**config.mk**
```make
export PLATFORM = sky130hd
export DESIGN_NAME = transmitter
export DESIGN_NICKNAME = d
export VERILOG_FILES = /design/src/rtl/uart_pkg.sv /design/src/rtl/baud_gen.sv /design/src/rtl/transmitter.sv
export SDC_FILE = /design/constraint.sdc
export NUM_CORES = 1
export LEC_CHECK = 0
export CELL_PAD_IN_SITES_DETAIL_PLACEMENT = 2
export CELL_PAD_IN_SITES_GLOBAL_PLACEMENT = 2
export CORE_MARGIN = 3
export CORE_UTILIZATION = 35
export CTS_CLUSTER_DIAMETER = 100
export DETAILED_ROUTE_END_ITERATION = 10
export PLACE_DENSITY = 0.9
export SLEW_MARGIN = 10
export SYNTH_ARGS = -nofsm -noshare
export SYNTH_HDL_FRONTEND = slang
export SYNTH_SLANG_ARGS = --single-unit
```
**constraint.sdc**
```tcl
create_clock -name clk -period 3.9 [get_ports clk]
set_input_delay 0.78 -clock clk [delete_from_list [all_inputs] [get_ports clk]]
set_output_delay 0.78 -clock clk [all_outputs]
set_load 0.02 [all_outputs]
```
**src/rtl/uart_pkg.sv**
```systemverilog
// Shared UART definitions: frame state encoding, line levels and parity helper.
// Build option: TX_PARITY_EN adds the PARITY state to the encoding.
package uart_pkg;

  localparam int unsigned DATA_BITS   = 8;
  localparam logic        IDLE_LEVEL  = 1'b1;
  localparam logic        START_LEVEL = 1'b0;
  localparam logic        STOP_LEVEL  = 1'b1;

  typedef enum logic [2:0] {
    IDLE   = 3'd0,
    START  = 3'd1,
    DATA   = 3'd2,
`ifdef TX_PARITY_EN
    PARITY = 3'd3,
`endif
    STOP   = 3'd4
  } uart_state_t;

  function automatic logic calc_parity(input logic [DATA_BITS-1:0] b, input logic odd);
    return (^b) ^ odd;
  endfunction

endpackage

```
**src/rtl/baud_gen.sv**
```systemverilog
// Bit-period timer: counts 0..CLKS_PER_BIT-1 while enabled and flags the last
// cycle of each bit with bit_tick.
module baud_gen #(
  parameter int unsigned CLKS_PER_BIT = 1
) (
  input  logic clk,
  input  logic rst,
  input  logic clr,
  input  logic en,
  output logic bit_tick
);

  localparam int unsigned   CW   = (CLKS_PER_BIT > 1) ? $clog2(CLKS_PER_BIT) : 1;
  localparam logic [CW-1:0] LAST = CW'(CLKS_PER_BIT - 1);

  logic [CW-1:0] cnt;

  assign bit_tick = en && (cnt == LAST);

  always_ff @(posedge clk) begin
    if (rst || clr) begin
      cnt <= '0;
    end else if (en) begin
      cnt <= bit_tick ? '0 : cnt + CW'(1);
    end
  end

endmodule

```
**src/rtl/transmitter.sv**
```systemverilog
// UART transmitter: start bit, 8 data bits LSB first, optional parity, stop bit.
// Build option: define TX_PARITY_EN to insert the parity bit (PARITY_ODD selects odd).
module transmitter
  import uart_pkg::*;
#(
  parameter int unsigned CLKS_PER_BIT = 1,
  parameter int unsigned PARITY_ODD   = 0
) (
  input  logic       clk,
  input  logic       rst,
  input  logic       tx_start,
  input  logic [7:0] tx_data,
  output logic       tx_out,
  output logic       tx_busy,
  output logic       tx_done
);

  uart_state_t          state, state_n;
  logic [DATA_BITS-1:0] shreg, shreg_n;
  logic [2:0]           bit_idx, bit_idx_n;
  logic                 tx_out_n, busy_n, done_n;
  logic                 accept, bit_tick;

`ifdef TX_PARITY_EN
  logic par, par_n;
`else
  logic unused_parity_odd;
  assign unused_parity_odd = (PARITY_ODD != 0);
`endif

  assign accept = (state == IDLE) && tx_start;

  baud_gen #(.CLKS_PER_BIT(CLKS_PER_BIT)) u_baud (
    .clk      (clk),
    .rst      (rst),
    .clr      (accept),
    .en       (state != IDLE),
    .bit_tick (bit_tick)
  );

  always_ff @(posedge clk) begin
    if (rst) begin
      state   <= IDLE;
      shreg   <= '0;
      bit_idx <= '0;
      tx_out  <= IDLE_LEVEL;
      tx_busy <= 1'b0;
      tx_done <= 1'b0;
`ifdef TX_PARITY_EN
      par     <= 1'b0;
`endif
    end else begin
      state   <= state_n;
      shreg   <= shreg_n;
      bit_idx <= bit_idx_n;
      tx_out  <= tx_out_n;
      tx_busy <= busy_n;
      tx_done <= done_n;
`ifdef TX_PARITY_EN
      par     <= par_n;
`endif
    end
  end

  // Outputs are computed for the upcoming state so the registered line level
  // changes on the same edge as the state itself.
  always_comb begin
    state_n   = state;
    shreg_n   = shreg;
    bit_idx_n = bit_idx;
    tx_out_n  = tx_out;
    done_n    = 1'b0;
`ifdef TX_PARITY_EN
    par_n     = par;
`endif
    unique case (state)
      IDLE: begin
        tx_out_n = IDLE_LEVEL;
        if (tx_start) begin
          state_n   = START;
          shreg_n   = tx_data;
          bit_idx_n = '0;
          tx_out_n  = START_LEVEL;
`ifdef TX_PARITY_EN
          par_n     = calc_parity(tx_data, PARITY_ODD != 0);
`endif
        end
      end
      START: begin
        if (bit_tick) begin
          state_n  = DATA;
          tx_out_n = shreg[0];
        end
      end
      DATA: begin
        if (bit_tick) begin
          if (bit_idx == 3'(DATA_BITS - 1)) begin
`ifdef TX_PARITY_EN
            state_n  = PARITY;
            tx_out_n = par;
`else
            state_n  = STOP;
            tx_out_n = STOP_LEVEL;
`endif
          end else begin
            bit_idx_n = bit_idx + 3'd1;
            shreg_n   = shreg >> 1;
            tx_out_n  = shreg[1];
          end
        end
      end
`ifdef TX_PARITY_EN
      PARITY: begin
        if (bit_tick) begin
          state_n  = STOP;
          tx_out_n = STOP_LEVEL;
        end
      end
`endif
      STOP: begin
        if (bit_tick) begin
          state_n  = IDLE;
          tx_out_n = IDLE_LEVEL;
          done_n   = 1'b1;
        end
      end
      default: begin
        state_n  = IDLE;
        tx_out_n = IDLE_LEVEL;
      end
    endcase
    busy_n = (state_n != IDLE);
  end

endmodule

```
==> flow_summary.rst <==
.. list-table::
   :header-rows: 1

   * - Metric
     - Value
   * - Critical path capture point type
     - register
   * - Number of DRC markers in iteration 0
     - 6
   * - Post-detailed-placement cell area
     - 0.00103 mm2
   * - Delay of the slowest cell on the worst path
     - 0.86 ns
   * - Sequential Power Share
     - 51.3%
   * - Internal power
     - 293 uW
   * - Clock tree root buffer cell
     - sky130_fd_sc_hd__clkbuf_4
   * - Routing usage on met3
     - 4.98%
   * - Via count of the first global-routing pass
     - 787
   * - Resized Gates After CTS
     - 0
   * - Drc violations
     - 0
   * - Accumulated negative setup slack
     - 0 ns
   * - Buffers inserted by post-CTS timing repair
     - 0
   * - Met1 track demand over resource in global routing
     - 18.8%
   * - Routing usage on met2
     - 27.9%
   * - Via count
     - 712
   * - Area share of the largest cell type after synthesis
     - 39.2%
   * - Number of filler instances in the final layout
     - 251
   * - Design Area, Final
     - 0.00107 mm2
   * - Most used routing layer in global routing
     - met2
   * - Highest-delay cell along the critical path
     - sky130_fd_sc_hd__a211oi_4
   * - Register clock-pin slew on the reported worst setup and hold paths
     - 0.11 ns
   * - Clock group share of total power
     - 29.4%
   * - Global routing usage summed across all routing layers
     - 15.8%
   * - Dominant cells by area after synthesis
     - sky130_fd_sc_hd__dfxtp_1, sky130_fd_sc_hd__mux2i_1, sky130_fd_sc_hd__a211oi_2, sky130_fd_sc_hd__nand2b_1, sky130_fd_sc_hd__nor2_1
   * - Startpoint types
     - register
   * - Number of antenna-violating nets in the routed design
     - 0
   * - Flops & latches, synth
     - 18
   * - Count of final hold-check violations
     - 0
   * - Chip Height
     - 57.3 um
   * - I/O pin count
     - 14
   * - First-pass detailed-route iteration total
     - 3
   * - Critical path's most frequent cell
     - sky130_fd_sc_hd__ha_1
   * - Status
     - finished clean
   * - Hold Path Class
     - reg -> reg
   * - Max rail drop VDD
     - 0.000187 V
   * - Actual slew at the worst max-slew pin
     - 1.00 ns
   * - Power spent charging and discharging nets
     - 115 uW
   * - Achievable frequency
     - 395 MHz
   * - Initial standard-cell utilization of the core
     - 39.3%
   * - Gate Count Post-Synth
     - 94
   * - Total CTS buffers
     - 3
   * - Final Net Count
     - 117
   * - Max-slew headroom at the worst pin
     - 32.9%
   * - Antenna violations before repair
     - 0
   * - Number of warnings reported in the yosys synthesis log
     - 0
   * - Summed instance area of the synthesized netlist
     - 920 um2
   * - Number of buffers added on ports
     - 13
   * - Leakage power
     - 0.000436 uW
   * - Total of max-cap violations
     - 0
   * - ANT cells
     - 0
   * - Number of sinks on the clock net
     - 18
   * - Part of the cycle the worst path needs
     - 64.9%
   * - Via count normalized by instance count
     - 5.44
   * - DPL Wire Length
     - 1710 um
   * - Area of the die
     - 0.00328 mm2
   * - Cell taking the most area after synthesis
     - sky130_fd_sc_hd__dfxtp_1
   * - Switching share of total power
     - 28.3%
   * - Pin count of the biggest net entering global routing
     - 23
   * - Combinational share of power
     - 19.3%
   * - Crit path DAT
     - 2.75 ns
   * - RSZ-0062 raised after global routing
     - false
   * - Netlist cell types
     - 31
   * - Die boundary width
     - 57.3 um
   * - Syn Area/Cell
     - 9.78 um2
   * - CTS tree
     - done
   * - Crit path max fanout
     - 22
   * - Number of buffers inserted for hold repair after clock tree synthesis
     - 0
   * - Register area share after synthesis
     - 39.2%
   * - Worst skew pair latency
     - 0.30 ns
   * - Number of H-tree levels
     - 1
   * - Maximum clock skew at final layout
     - 0.00544 ns
   * - Syn Nets
     - 107
   * - Synthesis-to-finish area growth
     - 16.5%
   * - Required time worst endpoint
     - 4.12 ns
   * - Final GP Congestion
     - 0.742
   * - Area of the core
     - 0.00234 mm2
   * - Post-layout min period
     - 2.53 ns
   * - First-pass GRT wire length
     - 3910 um
   * - Pwr Density
     - 381 mW/mm2
   * - Max Transition Viols Final
     - 0
   * - Max Root-Sink Buffers
     - 2
   * - Crit path cell chain
     - ha_1 -> ha_1 -> or3b_4 -> a211oi_4 -> nand3_1 -> a21oi_1
   * - Average routed wire per standard cell
     - 17.6 um
   * - Critical Setup Path Class
     - reg -> reg
   * - Sum of overflow across all layers after global routing
     - 0
   * - Total setup violations reported at the end of the flow
     - 0
   * - Share of post-route cells with drive strength above 1
     - 14.6%
   * - Number of standard-cell rows in the floorplan
     - 17
   * - Final Routed Wirelength
     - 2310 um
==> sequential cells by signal (all words and copies together) (netlist names) <==
| signal | cells |
|---|---|
| shreg | 8 |
| bit_idx | 3 |
| state | 3 |
| tx_busy | 1 |
| tx_done | 1 |
| tx_out | 1 |
| u_baud.cnt | 1 |
==> cell type report <==
| cell class | count | area, um2 | share of cell area [%] |
|---|---|---|---|
| sequential | 18 | 360 | 33.6 |
| clock buffer | 4 | 36.3 | 3.39 |
| inverter | 2 | 7.51 | 0.701 |
| multi-input combinational | 66 | 502 | 46.8 |
| tap | 28 | 35.0 | 3.27 |
| timing repair buffer | 13 | 130 | 12.1 |
==> Yosys cell counts, drive strengths merged <==
cell	number
and2b	1
a31oi	2
nand3b	1
clkbuf	2
nor3	3
nor3b	1
nor4	1
mux2i	9
o21a	1
or3	2
o21ai	3
inv	2
a211oi	8
xor2	2
o32ai	1
or3b	1
nor2	11
nand2b	7
ha	2
dfxtp	18
nand2	1
nor4b	1
buf	6
and3b	1
nand3	4
a21oi	3
==> path summary, 6_finish.rpt <==
check	cells after the start	from	endpoint	slack, ns
worst min register to register	2	bit_idx[0]$_SDFFE_PP0P_	bit_idx[0]$_SDFFE_PP0P_	0.51
worst min-delay path	2	bit_idx[0]$_SDFFE_PP0P_	bit_idx[0]$_SDFFE_PP0P_	0.51
worst max register to register	6	bit_idx[0]$_SDFFE_PP0P_	bit_idx[2]$_SDFFE_PP0P_	1.37
worst max-delay path	6	bit_idx[0]$_SDFFE_PP0P_	bit_idx[2]$_SDFFE_PP0P_	1.37
==> worst max-delay path, delay by kind of cell (launching register included) <==
kind / cells / cell delay, ns
AND/OR/NAND/NOR: 2 / 0.58
flip-flops: 1 / 0.35
AO/OA/AOI/OAI: 2 / 1.07
adder cells (fa/ha/maj): 2 / 0.45
==> layer usage <==
metal | up-vias | share of wire [%]
met4 | 0 | 0.82
met5 | - | 0
li1 | 350 | -
met2 | 8 | 54
met3 | 4 | 2.9
met1 | 350 | 43
==> layout by cell type (no fill, tap or decap), types with 2 or more instances in the layout <==
cell type / n
sky130_fd_sc_hd__a211oi_2: 7
sky130_fd_sc_hd__a21oi_1: 2
sky130_fd_sc_hd__a31oi_1: 2
sky130_fd_sc_hd__clkbuf_4: 3
sky130_fd_sc_hd__clkdlybuf4s50_1: 13
sky130_fd_sc_hd__dfxtp_1: 18
sky130_fd_sc_hd__ha_1: 2
sky130_fd_sc_hd__inv_1: 2
sky130_fd_sc_hd__mux2i_1: 9
sky130_fd_sc_hd__nand2b_1: 7
sky130_fd_sc_hd__nand3_1: 3
sky130_fd_sc_hd__nor2_1: 11
sky130_fd_sc_hd__nor3_1: 3
sky130_fd_sc_hd__o21ai_0: 2
sky130_fd_sc_hd__or3_1: 2
sky130_fd_sc_hd__xor2_1: 2
==> power groups by stage <==
stage	registers [uW]	logic, uW	clock network, uW
after CTS	210	79.9	123
after detailed placement	214	79.7	0
after global routing	212	85.6	134
after global placement	212	74.7	0
after floorplan	210	61.6	0
final	210	78.7	120
==> logic make-up after synthesis <==
group	after synthesis	synth area share, %
xor gates and xnor gates	2	1.91
and+or+nand+nor	35	21.6
DFF	18	39.2
AOI/OAI and AO/OA	18	18.5
buffers and inverters	10	6.26
adders and majority gates	2	2.72
muxes	9	9.80
==> through the flow <==
| step | total power, uW | hold WS (ns) | setup slack [ns] | cells | util, % |
|---|---|---|---|---|---|
| after floorplan | 271 | 0.450 | 2.09 | 94 | - |
| after global placement | 287 | 0.460 | 1.29 | 127 | 44.2 |
| after detailed placement | 294 | 0.500 | 1.10 | 127 | 44.2 |
| after CTS | 413 | 0.522 | 1.33 | 131 | 45.8 |
| after global routing | 431 | 0.537 | 1.18 | 131 | 45.8 |
| final | 408 | 0.513 | 1.37 | 131 | 45.8 |
No activity file was read; power rests on OpenSTA's default activity.
